===== src/rtl/multiword_adder_ctrl_if.sv =====
// multiword_adder_ctrl_if: valid/ready operand and result bundle for multiword_adder_ctrl.
// MULTIWORD_ADDER_CTRL_SUB_EN adds the sub select that travels with the operands.
interface multiword_adder_ctrl_if #(
   parameter int N     = 4,
   parameter int WORDS = 4
);
   localparam int W = N * WORDS;
   logic         in_valid;
   logic         in_ready;
   logic [W-1:0] a;
   logic [W-1:0] b;
`ifdef MULTIWORD_ADDER_CTRL_SUB_EN
   logic         sub;
`endif
   logic         out_valid;
   logic         out_ready;
   logic [W-1:0] sum;
   logic         c_out;
   logic         busy;
`ifdef MULTIWORD_ADDER_CTRL_SUB_EN
   modport master (output in_valid, a, b, sub, out_ready, input in_ready, out_valid, sum, c_out, busy);
   modport slave  (input in_valid, a, b, sub, out_ready, output in_ready, out_valid, sum, c_out, busy);
`else
   modport master (output in_valid, a, b, out_ready, input in_ready, out_valid, sum, c_out, busy);
   modport slave  (input in_valid, a, b, out_ready, output in_ready, out_valid, sum, c_out, busy);
`endif
endinterface


===== src/rtl/multiword_adder_ctrl.sv =====
// multiword_adder_ctrl: adds two N*WORDS-bit operands one N-bit chunk per clock, LSB chunk first.
// Define MULTIWORD_ADDER_CTRL_SUB_EN to add a per-operation subtract select.
module multiword_adder_ctrl #(
   parameter int N     = 4,
   parameter int WORDS = 4
) (
   input logic                   clk_i,
   input logic                   rst_ni,
   multiword_adder_ctrl_if.slave bus
);
   localparam int W  = N * WORDS;
   localparam int CW = (WORDS > 1) ? $clog2(WORDS) : 1;
   typedef enum logic [1:0] {IDLE, RUN, DONE} state_e;
   state_e        state_q, state_d;
   logic [CW-1:0] cnt_q, cnt_d;
   logic          carry_q, carry_d;
   logic          c_out_q, c_out_d;
   logic [W-1:0]  a_q, a_d;
   logic [W-1:0]  b_q, b_d;
   logic [W-1:0]  sum_q, sum_d;
   logic [N-1:0]  b_chunk;
   logic [N:0]    chunk;
   logic          last;
`ifdef MULTIWORD_ADDER_CTRL_SUB_EN
   logic          sub_q, sub_d;
   // Subtraction is A + ~B + 1: the +1 is the initial carry loaded at accept.
   assign b_chunk = sub_q ? ~b_q[N-1:0] : b_q[N-1:0];
`else
   assign b_chunk = b_q[N-1:0];
`endif
   assign chunk = {1'b0, a_q[N-1:0]} + {1'b0, b_chunk} + {{N{1'b0}}, carry_q};
   assign last  = cnt_q == CW'(WORDS - 1);
   always_comb begin
      state_d = state_q;
      cnt_d   = cnt_q;
      carry_d = carry_q;
      c_out_d = c_out_q;
      a_d     = a_q;
      b_d     = b_q;
      sum_d   = sum_q;
`ifdef MULTIWORD_ADDER_CTRL_SUB_EN
      sub_d   = sub_q;
`endif
      if (state_q == IDLE && bus.in_valid) begin
         state_d = RUN;
         cnt_d   = '0;
         a_d     = bus.a;
         b_d     = bus.b;
`ifdef MULTIWORD_ADDER_CTRL_SUB_EN
         sub_d   = bus.sub;
         carry_d = bus.sub;
`else
         carry_d = 1'b0;
`endif
      end else if (state_q == RUN) begin
         a_d     = a_q >> N;
         b_d     = b_q >> N;
         sum_d   = (sum_q >> N) | (W'(chunk[N-1:0]) << (W - N));
         carry_d = chunk[N];
         cnt_d   = cnt_q + CW'(1);
         if (last) begin
            state_d = DONE;
            c_out_d = chunk[N];
         end
      end else if (state_q == DONE && bus.out_ready) begin
         state_d = IDLE;
      end
   end
   always_ff @(posedge clk_i or negedge rst_ni) begin
      if (!rst_ni) begin
         state_q <= IDLE;
         cnt_q   <= '0;
         carry_q <= 1'b0;
         c_out_q <= 1'b0;
         a_q     <= '0;
         b_q     <= '0;
         sum_q   <= '0;
`ifdef MULTIWORD_ADDER_CTRL_SUB_EN
         sub_q   <= 1'b0;
`endif
      end else begin
         state_q <= state_d;
         cnt_q   <= cnt_d;
         carry_q <= carry_d;
         c_out_q <= c_out_d;
         a_q     <= a_d;
         b_q     <= b_d;
         sum_q   <= sum_d;
`ifdef MULTIWORD_ADDER_CTRL_SUB_EN
         sub_q   <= sub_d;
`endif
      end
   end
   assign bus.in_ready  = state_q == IDLE;
   assign bus.out_valid = state_q == DONE;
   assign bus.busy      = state_q != IDLE;
   assign bus.sum       = sum_q;
   assign bus.c_out     = c_out_q;
endmodule


===== src/flat_wrapper.sv =====
// flat-port wrapper written by rule: the top's interface ports become plain ports
module multiword_adder_ctrl_flat 
#(
   parameter int N     = 4,
   parameter int WORDS = 4
)
  (clk_i, rst_ni, bus_in_valid, bus_a, bus_b, bus_out_ready, bus_in_ready, bus_out_valid, bus_sum, bus_c_out, bus_busy);
  multiword_adder_ctrl_if #(.N(N), .WORDS(WORDS)) bus_i ();
  input logic clk_i;
  input logic rst_ni;
  input wire logic [$bits(bus_i.in_valid)-1:0] bus_in_valid;
  input wire logic [$bits(bus_i.a)-1:0] bus_a;
  input wire logic [$bits(bus_i.b)-1:0] bus_b;
  input wire logic [$bits(bus_i.out_ready)-1:0] bus_out_ready;
  output wire logic [$bits(bus_i.in_ready)-1:0] bus_in_ready;
  output wire logic [$bits(bus_i.out_valid)-1:0] bus_out_valid;
  output wire logic [$bits(bus_i.sum)-1:0] bus_sum;
  output wire logic [$bits(bus_i.c_out)-1:0] bus_c_out;
  output wire logic [$bits(bus_i.busy)-1:0] bus_busy;
  assign bus_i.in_valid = bus_in_valid;
  assign bus_i.a = bus_a;
  assign bus_i.b = bus_b;
  assign bus_i.out_ready = bus_out_ready;
  assign bus_in_ready = bus_i.in_ready;
  assign bus_out_valid = bus_i.out_valid;
  assign bus_sum = bus_i.sum;
  assign bus_c_out = bus_i.c_out;
  assign bus_busy = bus_i.busy;
  multiword_adder_ctrl #(.N(N), .WORDS(WORDS)) u_core (.clk_i(clk_i), .rst_ni(rst_ni), .bus(bus_i));
endmodule

===== config.mk =====
export PLATFORM = sky130hd
export DESIGN_NAME = multiword_adder_ctrl_flat
export DESIGN_NICKNAME = d
export VERILOG_FILES = /design/src/rtl/multiword_adder_ctrl_if.sv /design/src/rtl/multiword_adder_ctrl.sv /design/src/flat_wrapper.sv
export SDC_FILE = /design/constraint.sdc
export NUM_CORES = 1
export LEC_CHECK = 0
export CORE_MARGIN = 4
export CORE_UTILIZATION = 45
export CTS_CLUSTER_DIAMETER = 60
export CTS_CLUSTER_SIZE = 14
export DETAILED_ROUTE_END_ITERATION = 8
export GPL_TIMING_DRIVEN = 0
export PLACE_DENSITY = 0.76
export SETUP_SLACK_MARGIN = 0.4
export SLEW_MARGIN = 20
export SYNTH_ARGS = -nofsm -noshare
export SYNTH_HDL_FRONTEND = slang
export SYNTH_SLANG_ARGS = --single-unit

===== constraint.sdc =====
create_clock -name clk_i -period 1.65 [get_ports clk_i]
set_clock_uncertainty 0.1 [all_clocks]
set_input_delay 0.4125 -clock clk_i [delete_from_list [all_inputs] [get_ports clk_i]]
set_output_delay 0.4125 -clock clk_i [all_outputs]
set_load 0.05 [all_outputs]

==> reports/results.tsv, run 1 <==
metric	value	unit
status	finished with violations	
violations	setup timing	
wl_met1	2867	µm
vias	2296	
cp-start-kind	flop	
io_buffer_count	55	
totalNegativeSetupSlack	-462.0	ps
fin_crit_sh	110.2	%
syn_nets	296	
worstPathRequired	1780	ps
hold_violations	0	
worst_slack	-168.9	ps
boundaryPins	56	
fin_util	82.08	%
fill_cells	307	
met2_wirelength	4108	µm
dp_hpwl	3949	µm
core_area	0.005140	mm²
wl	7508	µm
layout.cells.non_filler	434	
clk_latency	310	ps
maxCapViolations	0	
gp_congestion	0.7860	
rows	26	
first_pass_iters	4	
syn-cell-area	0.002394	mm²
drv_slew	0	
antenna_left	0	
h-tree-depth	2	
met3_length	418	µm
drt_iter0_drc	117	
clock_sinks	54	
powerDensity	1686	mW/mm²
end_kind	flop	
crit_fanout	2	
seq_area_frac_synth	56.46	%
arrival	1950	ps
dieArea	0.006550	mm²
synth_compound_area_share	13.38	%
ys_ff_latch	54	
clk_pin_slew_worst_paths	90	ps
tightest_slew	669.8	ps
rsz0062_at_grt	yes	
diodes	0	
relSlewSlack	55.34	%
netlist_instances	254	
gr-usage-all-layers	23.41	%
cts_tree	done	
path_class	reg -> reg	
avgSynthCellArea	9.423	µm²
synthToLayoutAreaGrowth	76.27	%
synth_top_family_by_area	simple AND/OR/NAND/NOR gates	
p_leak	0.002062	µW
finalCriticalPeriod	1819	ps
finalPower	7114	µW
grt_pass1_wl	11460	µm
drc	0	
cts_root_buf	clkbuf_8	
antenna_found_initial	0	
synthMuxAreaShare	0	%
highest_layer	met4	
chipWidth	80.93	µm
hp-class	in -> async	
ir_drop	1.020	mV
ys_types	27	
synthAdderAreaFrac	3.764	%
cts_buffers	5	
fmax	549.8	MHz
initial_core_util	46.57	%
yosys_warnings	0	
die_h	80.93	µm
avgViaCountPerCell	5.290	
dp_cells	379	
cts_buffer_depth	2	
synth_xor_area_share	0.3659	%
setup_viol	4	
synthSimpleGateAreaFrac	21.01	%
ff2ff_path_depth	6	
fin_nets	407	
drive_gt1_share	44.78	%
wl_per_cell	17.30	µm
grt_pass1_vias	2285	
grt_max_degree	55	
hold_buffers	0	
grt_overflow	0	
-- cell usage after synthesis --
| cell type | number | share of area, % |
|---|---|---|
| o2bb2ai_1 | 1 | 0.37 |
| a21oi_1 | 3 | 0.63 |
| nor4bb_1 | 2 | 0.84 |
| nor2_1 | 3 | 0.47 |
| o21ai_0 | 15 | 3.1 |
| nand2b_4 | 1 | 0.57 |
| inv_1 | 9 | 1.4 |
| nor2b_1 | 2 | 0.52 |
| buf_2 | 12 | 2.5 |
| o22ai_1 | 1 | 0.26 |
| or4_1 | 1 | 0.31 |
| fa_1 | 2 | 1.7 |
| a22oi_1 | 24 | 7.5 |
| clkbuf_1 | 2 | 0.31 |
| nand2b_1 | 2 | 0.52 |
| nand2_1 | 107 | 17 |
| o2111ai_1 | 1 | 0.37 |
| nor3b_4 | 1 | 0.78 |
| xor2_1 | 1 | 0.37 |
| a221oi_1 | 1 | 0.37 |
| o21bai_2 | 1 | 0.47 |
| a31oi_1 | 1 | 0.26 |
| buf_4 | 1 | 0.31 |
| ha_1 | 4 | 2.1 |
| nand3_1 | 1 | 0.21 |
| buf_6 | 1 | 0.47 |
| dfrtp_1 | 54 | 56 |
-- worst max-delay path, cell delays in order (launching register included) --
cell,delay [ps]
dfrtp_1,380
inv_2,50
fa_2,400
fa_2,360
nand2b_4,150
o2bb2ai_2,130
o22ai_1,170
-- placed cells by master (no fill, tap or decap), drive strengths merged --
master / count
nand2: 107
buf: 84
dfrtp: 54
clkdlybuf4s50: 33
a22oi: 24
o21ai: 15
inv: 9
clkbuf: 8
ha: 4
nor2: 3
nand2b: 3
a21oi: 3
nor4bb: 2
fa: 2
nor2b: 2
nor3b: 1
o21bai: 1
xor2: 1
o2bb2ai: 1
a31oi: 1
o22ai: 1
o2111ai: 1
or4: 1
a221oi: 1
nand3: 1
dlygate4sd2: 1
-- path summary, 6_finish.rpt --
check	startpoint	endpoint	slack, ps
worst min register to register	u_core.a_q[0]	u_core.a_q[0]	390
worst max-delay path	u_core.carry_q	u_core.carry_q	-170
worst min-delay path	rst_ni	u_core.bus.sum[10]	40
worst max register to register	u_core.carry_q	u_core.carry_q	-170
max in group asynchronous	rst_ni	u_core.cnt_q[0]	970
min in group clk_i	u_core.a_q[0]	u_core.a_q[0]	390
-- per-layer routing --
layer	vias to the layer above	GRT usage, %
met5	-	0
met4	0	6.757
met3	10	4.989
met2	73	41.95
met1	1148	28.21
li1	1065	-
-- power by group --
group | total [µW] | internal (µW) | leakage [µW] | switching (µW)
Sequential | 2180 | 1810 | 0.000713 | 372
Combinational | 4190 | 1980 | 0.00131 | 2210
Clock | 739 | 325 | 0.0000431 | 414
-- stage by stage --
stage / instance area, µm² / hold WS [ps] / setup slack [ps]
finish: 4219 / 36.69 / -168.9
global route: 4219 / 88.23 / -238.9
CTS: 4003 / 67.05 / -163.6
detailed placement: 3246 / 361.5 / -279.4
global placement: 3248 / 356.7 / -1563
floorplan: 2610 / 16.91 / -35.66
-- timing repair --
item | in CTS | in global routing
endpoints found under the hold margin | 0 | 0
pin swaps | 29 | 22
setup buffers | 27 | 15
gates cloned | 7 | 0
resized for setup | 210 | 21
endpoints found under the setup margin | 73 | 73
-- state kept, by name, summed over array words and instances, names as in the netlist --
register / flops
u_core.a_q: 16
u_core.b_q: 16
u_core.bus.c_out: 1
u_core.bus.sum: 16
u_core.carry_q: 1
u_core.cnt_q: 2
u_core.state_q: 2
-- cell type report --
type	count	area, µm²	share of cell area [%]
Clock buffer	6	82.58	1.957
Multi-Input combinational cell	175	1234	29.24
Buffer	16	242.7	5.753
Timing Repair Buffer	104	1185	28.08
Sequential cell	54	1351	32.03
Tap cell	70	87.58	2.076
Inverter	9	36.28	0.8600
-- kinds of logic (layout without fill, tap and decap cells) --
logic type / count (synthesis) / count (layout)
AO/OA/AOI/OAI: 48 / 48
XOR/XNOR: 1 / 1
adder cells (fa/ha/maj): 6 / 6
buffers and inverters: 25 / 135
flip-flops: 54 / 54
AND/OR/NAND/NOR: 120 / 120
(Power assumes the default switching activity.)
==> inputs of run 2 (changes only) <==
CAP_MARGIN = 5   (was not set)
CORE_UTILIZATION = 32   (was 45)
CTS_CLUSTER_SIZE = 24   (was 14)
PLACE_DENSITY = not set   (was 0.76)
==> run 2 against run 1 <==
Against the previous run:
- the run still ends with setup timing left
- global-route usage shrank 6.1 points
- power grew 2.5%
- die area grew 36%
- sequential share of layout area shrank 1.2 points
- count of clock-buffer cells in the layout shrank 1
- cell area grew 3.8%
- register-to-register slack gained 50 ps
- core utilization shrank 22 points
- worst setup slack gained 47 ps
- non-clock buffer count grew 8
- combinational power grew 5.0%
- critical path type unchanged
==> reports/results.tsv, run 2 (synthesis gave the netlist of run 1 again) <==
metric	value	unit
status	finished with violations	
violations	setup timing	
worstPathRequired	1780	ps
arrival	1910	ps
grt_pass1_vias	2287	
h-tree-depth	2	
cts_buffer_depth	2	
fill_cells	599	
boundaryPins	56	
initial_core_util	33.00	%
drv_slew	0	
hold_slack	25.01	ps
end_kind	flop	
first_pass_iters	4	
cts_root_buf	clkbuf_8	
gp_congestion	0.7736	
combPwrFrac	60.4	%
mostFrequentLayoutCells	83 x nand2_1, 54 x dfrtp_1, 33 x clkdlybuf4s50_1	
finalCriticalPeriod	1772	ps
wl	7135	µm
dp_cells	408	
fin_nets	415	
io_buffer_count	55	
antenna_found_initial	0	
hold_buffers	0	
cts_tree	done	
core_area	0.007253	mm²
power_frac_clock	9.9	%
fmax	564.3	MHz
rows	31	
path_class	reg -> reg	
wl_per_cell	15.12	µm
place_ws	-304.8	ps
fin_crit_sh	107.4	%
worst_slack	-122.1	ps
relSlewSlack	53.73	%
tightest_slew	694.0	ps
drt_iter0_drc	71	
cp-start-kind	flop	
chipWidth	94.49	µm
antenna_left	0	
synthToLayoutAreaGrowth	82.91	%
ir_drop	0.5582	mV
hold_violations	0	
avgViaCountPerCell	4.636	
pwr-share-seq	29.8	%
clk_pin_slew_worst_paths	100	ps
die_h	94.49	µm
drive_gt1_share	46.11	%
p_leak	0.002074	µW
diodes	0	
rsz0062_at_grt	yes	
p_sw	2984	µW
internal_power	4309	µW
dp_hpwl	4051	µm
clk_latency	310	ps
maxCapViolations	0	
mostFrequentLayoutCell	nand2_1	
grt_max_degree	55	
grt_pass1_wl	11810	µm
powerDensity	1666	mW/mm²
crit_fanout	2	
hp-class	in -> async	
grt_overflow	0	
power_switching_share	40.91	%
setup_viol	22	
vias	2188	
layout.cells.non_filler	472	
drc	0	
dieArea	0.008927	mm²
cts_buffers	5	
gr-usage-all-layers	17.34	%
clock_sinks	54	
## run 2: cell types whose count changed in the layout (fill, tap and decap cells not counted), moves of 2 or more
cell | previous run | this run
o21ai_0 | 2 | 0
o21ai_1 | 6 | 9
nand2_4 | 8 | 2
buf_12 | 11 | 14
nand2_2 | 16 | 22
buf_8 | 5 | 9
clkinv_2 | 0 | 2
## run 2: path summary, 6_finish.rpt
| check | start | to | slack [ps] | depth (start not counted) |
|---|---|---|---|---|
| max | u_core.b_q[0] | u_core.bus.c_out | -120 | 6 |
| min | rst_ni | u_core.bus.sum[1] | 30 | 1 |
| max reg2reg | u_core.b_q[0] | u_core.bus.c_out | -120 | 6 |
| min reg2reg | u_core.a_q[2] | u_core.a_q[2] | 380 | 2 |
| max in group asynchronous | rst_ni | u_core.a_q[0] | 950 | 1 |
| min in group clk_i | u_core.a_q[2] | u_core.a_q[2] | 380 | 2 |
## run 2: per-layer routing
layer	global-route usage, %	wire length, µm	vias to the layer above
li1	-	-	1079
met1	22.07	3009	1048
met2	30.56	3709	53
met3	3.108	317	8
met4	4.207	99	0
met5	0	0	-
## run 2: repair_timing
action / 4_1_cts / 5_1_grt
gates resized for setup: 223 / 21
endpoints found under the setup margin: 73 / 74
buffers inserted: 35 / 12
gates cloned: 10 / 0
pin swaps: 39 / 26
## run 2: cell type report
cell class	count	area, µm²	share of cell area [%]
sequential	54	1351	30.87
buffer	16	260.3	5.945
tap	99	123.9	2.829
multi-input combinational	175	1215	27.75
clock inverter	2	10.01	0.2286
inverter	9	41.29	0.9431
clock buffer	5	68.82	1.572
timing repair buffer	112	1308	29.87
## run 2: critical path: stages (launching register included)
cell and delay, ps:
dfrtp_1 370, inv_2 50, fa_2 400, fa_2 350
nand2b_4 150, o2bb2ai_4 150, a31oi_1 140
## run 2: metrics by stage
step                      util, %  power [µW]  area, µm²  TNS [ps]
after floorplan                 -        4052       2610    -56.21
final                       60.36        7293       4378    -810.7
after detailed placement    45.25        4920       3282    -10310
after global routing        60.36        7757       4378     -2483
after global placement      45.28        4860       3284    -99380
after CTS                   58.13        7012       4217     -1194
## run 2: power by group through the flow
stage	combinational [µW]	clock, µW	sequential (µW)
global placement	2710	0	2150
global route	4740	783	2230
CTS	4130	726	2160
detailed placement	2750	0	2170
finish	4400	720	2170
floorplan	1400	0	2660
==> inputs of run 3 (changes only) <==
SETUP_SLACK_MARGIN = 0.05   (was 0.4)
==> run 3 against run 2 <==
Against the previous run:
- maximum frequency is 0.27% lower
- wire length down 20%
- worst hold slack improved by 26 ps
- largest power group unchanged
- count of clock-buffer cells in the layout rose by 1
- highest routed layer unchanged
- clock power is 1% lower
- non-clock buffer count decreased by 45
- critical path depth unchanged
- largest cell class is now sequential cells
- sequential power is 4% lower
- core utilization fell by 14 points
- cell count down 9.5%
- the flow still finishes with violations (setup timing)
- cell area fell by 23%
==> reports/results.tsv, run 3 (synthesis gave the netlist of run 1 again) <==
metric	value	unit
cts_buffer_depth	2	
cts_buffers	5	
wl_per_cell	13.38	µm
path_class	reg -> reg	
mostFrequentLayoutCells	104 x nand2_1, 54 x dfrtp_1, 33 x clkdlybuf4s50_1	
chipWidth	94.49	µm
avgViaCountPerCell	4.611	
dieArea	0.008927	mm²
gr-usage-all-layers	13.43	%
finalCriticalPeriod	1777	ps
end_kind	flop	
dp_cells	408	
arrival	1900	ps
dp_hpwl	3936	µm
cts_root_buf	clkbuf_8	
hp-class	in -> async	
io_buffer_count	55	
first_pass_iters	4	
clock_sinks	54	
hold_violations	0	
drc	0	
relSlewSlack	53.92	%
startpoint	u_core.b_q[0]	
fin_crit_sh	107.7	%
worst_slack	-126.9	ps
hold_buffers	0	
tightest_slew	691.2	ps
antenna_found_initial	0	
grt_overflow	0	
p_leak	0.001635	µW
drv_slew	0	
initial_core_util	33.00	%
cts_tree	done	
grt_pass1_wl	9384	µm
wl	5712	µm
synthToLayoutAreaGrowth	41.24	%
powerDensity	1632	mW/mm²
rsz0062_at_grt	yes	
h-tree-depth	2	
clk_latency	300	ps
cp-start-kind	flop	
ff2ff_path_depth	6	
reg2reg_setup_slack	-130	ps
fmax	562.8	MHz
status	finished with violations	
hold_slack	51.27	ps
rows	31	
ir_drop	0.4088	mV
crit_fanout	2	
layout.cells.non_filler	427	
clk_pin_slew_worst_paths	100	ps
violations	setup timing	
reg2reg_to	u_core.bus.c_out	
grt_pass1_vias	1986	
drive_gt1_share	24.39	%
core_area	0.007253	mm²
r2r-start	u_core.b_q[0]	
antenna_left	0	
vias	1969	
place_ws	-305.4	ps
worstPathRequired	1770	ps
setup_viol	3	
fin_nets	370	
diodes	0	
boundaryPins	56	
fill_cells	715	
gp_congestion	0.7452	
die_h	94.49	µm
mostFrequentLayoutCell	nand2_1	
grt_max_degree	55	
maxCapViolations	0	
drt_iter0_drc	67	
run 3: cell types whose count changed in the layout (fill, tap and decap cells not counted), moves of 8 or more:
cell / delta
a22oi_1: +16
a22oi_2: -16
o21ai_1: -8
buf_12: -14
buf_2: +15
buf_6: -20
buf_4: -20
o21ai_0: +10
nand2_2: -19
nand2_1: +21
run 3: worst max-delay path, cell delays in order (launching register included):
cell       delay [ps]
dfrtp_1           370
inv_2              50
fa_2              390
fa_2              350
nand2b_4          150
o2bb2ai_2         130
a31oi_1           170
run 3: through the flow:
step                power (µW)  utilization (%)  area, µm²  setup TNS [ps]
floorplan                 3812                -       2422          -59.14
global placement          4576            42.69       3097          -95100
detailed placement        4640            42.66       3094           -7809
CTS                       5443            44.89       3256          -321.6
global route              5913            46.61       3381          -590.7
finish                    5516            46.61       3381          -283.8
run 3: what timing repair did:
action                     in CTS  in global routing
buffers inserted                7                  4
setup endpoints to repair      24                 51
pin swaps                       2                  2
cloned                          0                  1
gates resized for setup        85                 59
run 3: per-layer routing:
metal	part of all wire (%)	wire length (µm)	vias up	track usage [%]
met5	0	0	-	0
met4	0.74	42	0	2.524
met3	6.8	388	6	3.825
met2	46	2654	60	22.46
met1	46	2627	920	17.54
li1	-	-	983	-
run 3: worst max path at each step:
stage | endpoint | cells after the start | slack, ps
6_report | u_core.bus.c_out | 6 | -130
3_3_place_gp | u_core.b_q[14] | 1 | -1620
2_1_floorplan | u_core.bus.c_out | 6 | -40
4_1_cts | u_core.bus.c_out | 6 | -140
3_5_place_dp | bus_in_ready | 3 | -310
5_1_grt | u_core.bus.c_out | 6 | -200
run 3: power breakdown:
| group | internal, µW | switching, µW |
|---|---|---|
| clock | 292 | 418 |
| sequential | 1800 | 289 |
| combinational | 999 | 1710 |
| total | 3100 | 2420 |
run 3: cell type report:
type | count | area (µm²) | share of cell area, %
Sequential cell | 54 | 1351 | 39.97
Multi-Input combinational cell | 175 | 1026 | 30.35
Timing Repair Buffer | 67 | 629.4 | 18.62
Buffer | 16 | 133.9 | 3.960
Tap cell | 99 | 123.9 | 3.664
Clock buffer | 6 | 72.57 | 2.147
Inverter | 9 | 36.28 | 1.073
Clock inverter | 1 | 7.507 | 0.2221
